**src/rtl/mux_lp_nch.sv**
```systemverilog
`default_nettype none
// ============================================================================
// Module   : mux_lp_nch
// Purpose  : N-channel, W-bit low-power multiplexer with a registered,
//            data-gated output and a valid/ready request handshake. An idle
//            counter parks the block in SLEEP (output held) until a new
//            request arrives, then a short WAKE period precedes RUN.
// Ports    : PwrClk   - clock, all state updates on its rising edge
//            Rst      - synchronous, active-high reset
//            In       - N packed channels, channel k = In[k*W +: W]
//            sel      - channel select, sampled on accept
//            in_valid - request valid
//            in_ready - request accepted this cycle (RUN and not in reset)
//            Y        - registered mux output
//            y_valid  - one-cycle pulse, Y reflects last accepted request
//            sel_err  - one-cycle pulse, accepted sel was >= N
//            sleep    - high while parked in SLEEP
//            act_cnt  - (MUX_LP_ACT_CNT_EN only) saturating count of Y writes
// Config   : define MUX_LP_ACT_CNT_EN to add the act_cnt port and counter.
// Revision : 1.0 - initial release
// ============================================================================
module mux_lp_nch #(
  parameter int unsigned N           = 4,
  parameter int unsigned W           = 8,
  parameter int unsigned IDLE_CYCLES = 8,
  parameter int unsigned WAKE_CYCLES = 2,
  localparam int unsigned SELW       = (N <= 2) ? 1 : $clog2(N)
) (
  input  logic            PwrClk,
  input  logic            Rst,
  input  logic [N*W-1:0]  In,
  input  logic [SELW-1:0] sel,
  input  logic            in_valid,
  output logic            in_ready,
  output logic [W-1:0]    Y,
  output logic            y_valid,
  output logic            sel_err,
  output logic            sleep
`ifdef MUX_LP_ACT_CNT_EN
  ,output logic [15:0]    act_cnt
`endif
);

  localparam int unsigned IDW = $clog2(IDLE_CYCLES + 1);
  localparam int unsigned WKW = $clog2(WAKE_CYCLES + 1);

  localparam logic [1:0] c_run   = 2'd0;
  localparam logic [1:0] c_sleep = 2'd1;
  localparam logic [1:0] c_wake  = 2'd2;

  logic [1:0]     state_q,    state_d;
  logic [IDW-1:0] idle_cnt_q, idle_cnt_d;
  logic [WKW-1:0] wake_cnt_q, wake_cnt_d;
  logic [W-1:0]   y_q,        y_d;
  logic           y_valid_q,  y_valid_d;
  logic           sel_err_q,  sel_err_d;
  logic [15:0]    act_cnt_q,  act_cnt_d;

  logic [W-1:0]   w_sel_data;
  logic           w_sel_ok;
  logic           w_accept;
  logic           w_y_write;

  // Channel extraction; out-of-range selects yield zero but are never written.
  always_comb begin
    w_sel_data = '0;
    for (int k = 0; k < int'(N); k++) begin
      if (sel == SELW'(k)) w_sel_data = In[k*W +: W];
    end
  end

  // Widened by one bit so the compare stays meaningful when N is a power of two.
  assign w_sel_ok  = ({1'b0, sel} < (SELW+1)'(N));
  assign w_accept  = in_valid && in_ready;
  // Data gating: the output register is only clocked with new data on a change.
  assign w_y_write = w_accept && w_sel_ok && (w_sel_data != y_q);

  // State register
  always_ff @(posedge PwrClk) begin
    if (Rst) begin
      state_q    <= c_run;
      idle_cnt_q <= '0;
      wake_cnt_q <= '0;
      y_q        <= '0;
      y_valid_q  <= 1'b0;
      sel_err_q  <= 1'b0;
      act_cnt_q  <= '0;
    end else begin
      state_q    <= state_d;
      idle_cnt_q <= idle_cnt_d;
      wake_cnt_q <= wake_cnt_d;
      y_q        <= y_d;
      y_valid_q  <= y_valid_d;
      sel_err_q  <= sel_err_d;
      act_cnt_q  <= act_cnt_d;
    end
  end

  // Next-state logic
  always_comb begin
    state_d    = state_q;
    idle_cnt_d = idle_cnt_q;
    wake_cnt_d = wake_cnt_q;
    case (state_q)
      c_run: begin
        if (w_accept) begin
          idle_cnt_d = '0;
        end else begin
          if (idle_cnt_q != IDW'(IDLE_CYCLES)) idle_cnt_d = idle_cnt_q + 1'b1;
          // Leave RUN on the edge that closes the last idle cycle, so that
          // cycle itself still advertised in_ready.
          if (idle_cnt_d == IDW'(IDLE_CYCLES)) state_d = c_sleep;
        end
      end
      c_sleep: begin
        // The request is not taken here; the source keeps it asserted.
        if (in_valid) begin
          state_d    = c_wake;
          wake_cnt_d = '0;
        end
      end
      c_wake: begin
        if (wake_cnt_q == WKW'(WAKE_CYCLES - 1)) begin
          state_d    = c_run;
          idle_cnt_d = '0;
          wake_cnt_d = '0;
        end else begin
          wake_cnt_d = wake_cnt_q + 1'b1;
        end
      end
      default: begin
        state_d    = c_run;
        idle_cnt_d = '0;
        wake_cnt_d = '0;
      end
    endcase
  end

  // Output / datapath logic
  always_comb begin
    in_ready  = (state_q == c_run) && !Rst;
    sleep     = (state_q == c_sleep);
    y_d       = w_y_write ? w_sel_data : y_q;
    y_valid_d = w_accept;
    sel_err_d = w_accept && !w_sel_ok;
    act_cnt_d = act_cnt_q;
    if (w_y_write && (act_cnt_q != 16'hFFFF)) act_cnt_d = act_cnt_q + 16'd1;
  end

  assign Y       = y_q;
  assign y_valid = y_valid_q;
  assign sel_err = sel_err_q;

`ifdef MUX_LP_ACT_CNT_EN
  assign act_cnt = act_cnt_q;
`else
  // Counter has no observer in this build; synthesis removes it.
  logic w_unused_act;
  assign w_unused_act = ^act_cnt_q;
`endif

endmodule
`default_nettype wire

```
**config.mk**
```make
export PLATFORM = sky130hd
export DESIGN_NAME = mux_lp_nch
export DESIGN_NICKNAME = d
export VERILOG_FILES = /design/src/rtl/mux_lp_nch.sv
export SDC_FILE = /design/constraint.sdc
export NUM_CORES = 1
export LEC_CHECK = 0
export BUFFER_PORTS_ARGS = -buffer_cell sky130_fd_sc_hd__buf_2
export CAP_MARGIN = 40
export CORE_ASPECT_RATIO = 1.25
export CORE_MARGIN = 3
export CORE_UTILIZATION = 50
export DETAILED_ROUTE_END_ITERATION = 8
export GPL_TIMING_DRIVEN = 1
export PLACE_DENSITY = 0.82
export SYNTH_ARGS = -nofsm -noshare
export SYNTH_HDL_FRONTEND = slang
export SYNTH_SLANG_ARGS = --single-unit
```
**constraint.sdc**
```tcl
create_clock -name PwrClk -period 5.55 [get_ports PwrClk]
set_input_delay 0.8325 -clock PwrClk [delete_from_list [all_inputs] [get_ports PwrClk]]
set_output_delay 0.8325 -clock PwrClk [all_outputs]
set_load 0.02 [all_outputs]
```
==> results.toml <==
[global_route]
grt_util_met1_pct = 18.7
grt_pass1_vias = 835
grt_max_degree = 14
busiest_layer = "met2"
grtUsageMet2_pct = 26.8
grt-ovfl-total = 0
use_met3_pct = 3.42
track_usage_pct = 16.5
antenna_found_initial = 0
grt_pass1_wl_um = 3270

[place]
placed_cell_area_um2 = 1320
place_inst = 167
pre_cts_ws_ns = 2.71
gp_congestion = 0.729
portBuffers = 47
dp_hpwl_um = 1800

[sta]
fmax_mhz = 399
finalWorstSetupSlack_ns = 3.04
fin_tns_setup_ns = 0
hold_viol = 0
fin_crit_ns = 2.51
timing.final.max_slew_violations = 0
rsz0062_at_grt = "no"
fin_worst_skew_ns = 0.0117
fin_crit_sh_pct = 45.2
finalSetupViolations = 0

[cts]
clock_latency_ns = 0.29
cts_tree = "yes"
holdBufCountCts = 0
root_buffer = "clkbuf_4"
cts_num_sinks = 17
path_clk_slew_ns = 0.10
cts_resized = 0
htreeDepth = 1
clockBufferDepth = 2
cts_buffers = 3
cts_setup_buffers = 0

[logic_synthesis]
ys.warnings.count = 0
synth_compound_area_share_pct = 8.25
mappedNetlistNets = 143
muxShareOfSynthArea_pct = 27.5
synthXorXnorAreaFrac_pct = 8.02
syn-instance-count = 104
synth_cell_types = 27
yosysTopAreaCellShare_pct = 31.2
synthFlopType = "dfxtp_1"
ys_seq_area_share_pct = 31.2
synthArstFlopShare_pct = 0
synth_top_family_by_area = "multiplexers"
synth_edf_count = 0
synthAdderAreaFrac_pct = 2.29
synth.most_common_cell = "dfxtp_1"
synth_area_per_cell_um2 = 10.5
yosys.area.top_type = "dfxtp_1"
ys_ff_latch = 17
netlist_area_um2 = 1090
yosys-top-cells-area = "dfxtp_1, mux4_1, mux2_2, xnor2_1, nor2b_1"
synth_simple_gate_area_share_pct = 18.3

[drt]
detail-route-antenna-nets = 0
drt_iter0_drc = 2
vias = 934
wl_um = 2100
firstDrtPassIters = 3
viasPerCell = 5.46
routedWlPerCell_um = 12.3
drc = 0

[floorplanning]
initial_utilization_pct = 53.9
die_h_um = 58.3
dieArea_um2 = 2780
io_pins = 49
core_area_um2 = 2030
die-width_um = 47.8
rows = 18

[min_path]
min_path_type = "reg2reg"

[outcome]
outcome = "completed"

[critical_path]
crit_chain = "buf_2 > mux4_1 > xnor2_1 > nand4_1 > o21ai_4 > mux2_2"
cp-end-kind = "flip-flop"
slowest_stage = "mux4_1"
cp_slowest_stage_delay_ns = 0.62
rrSetupSlack_ns = 4.05
critPathKind = "in2reg"
critical_path_peak_fanout = 8
crit_arrival_ns = 2.69
start_kind = "primary input"
required_ns = 5.73

[power]
power.internal_uw = 194
netSwitchingFraction_pct = 28.3
power_frac_comb_pct = 25.9
clkPwrFrac_pct = 24.2
p_leak_nw = 0.605
p_seq_share_pct = 49.9
power_density_nw_per_um2 = 201
ir_drop_mv = 0.132
p_switching_uw = 76.8

[final_layout]
final_cells = 171
fillers = 158
register_area_um2 = 340
fin_area_um2 = 1350
nNetsFinal = 191
layout-drive-gt1-share_pct = 39.7
area_growth_pct = 23.6
n_antenna_cell = 0
multi_input_area_um2 = 707

[run]
maxCapViolCount = 0
kinds of logic (layout without fill, tap and decap cells):
logic type      count (synthesis)  count (layout)
other cells                     1               1
buf+inv                         8              55
compound gates                 15              15
flops                          17              17
mux                            16              16
fa+ha+maj                       2               2
simple gates                   35              35
xor+xnor                       10              10
final cells by class:
class | instances | share of cell area [%]
multi-input cells | 79 | 52.4
flip-flops and latches | 17 | 25.2
repair buffers | 47 | 17.4
well taps | 20 | 1.85
clock buffers | 3 | 1.67
inverters | 4 | 1.11
clock inverters | 1 | 0.371
registers in the layout, summed over array words and instances, names as in the netlist:
register,count
Y,8
idle_cnt_q,4
state_q,2
wake_cnt_q,2
y_valid,1
critical path: cells and delay by family:
family          cells  cell delay [ns]
mux                 2             0.99
xor+xnor            1             0.17
simple gates        1             0.18
compound gates      1             0.32
buf+inv             1             0.20
metal layers:
metal	wire length, µm	up-vias
met3	191	5
met5	0	-
li1	-	474
met1	856	409
met2	1000	46
met4	55	0
cells in the final DEF (no fill, tap or decap):
master	instances
xnor2_1	8
clkinv_2	1
nor3_1	2
nand2_1	5
a41oi_1	1
mux2_2	8
nor3b_1	3
and2_1	1
dfxtp_1	17
o21ai_4	1
nor4_1	1
xor2_1	2
nand3b_1	3
clkbuf_4	3
o21ai_0	8
nor2b_1	8
nand3_1	1
inv_1	4
ha_1	2
nand4_1	2
conb_1	1
nand2b_1	4
or3_1	1
buf_2	47
a21oi_1	5
nor2_1	4
mux4_1	8
through the flow:
stage	util (%)	hold WS, ns	total power, mW
4_1_cts	66.6	0.476	0.275
3_5_place_dp	65.2	0.461	0.209
5_1_grt	66.6	0.503	0.285
2_1_floorplan	-	0.450	0.186
3_3_place_gp	65.2	0.461	0.207
6_report	66.6	0.474	0.271
path summary, 6_finish.rpt:
path                      start            end  cells after the start
setup / recovery         sel[0]           Y[5]                      6
hold reg to reg   wake_cnt_q[1]  wake_cnt_q[1]                      1
setup reg to reg           Y[6]           Y[5]                      4
hold / removal    wake_cnt_q[1]  wake_cnt_q[1]                      1
power by group through the flow:
stage / logic [mW] / registers, mW / clock network (mW)
detailed placement: 0.0711 / 0.138 / 0
floorplan: 0.0413 / 0.145 / 0
CTS: 0.0712 / 0.135 / 0.0688
global route: 0.0770 / 0.136 / 0.0723
finish: 0.0703 / 0.135 / 0.0657
global placement: 0.0695 / 0.138 / 0
Power figures use the tool's default switching activity.
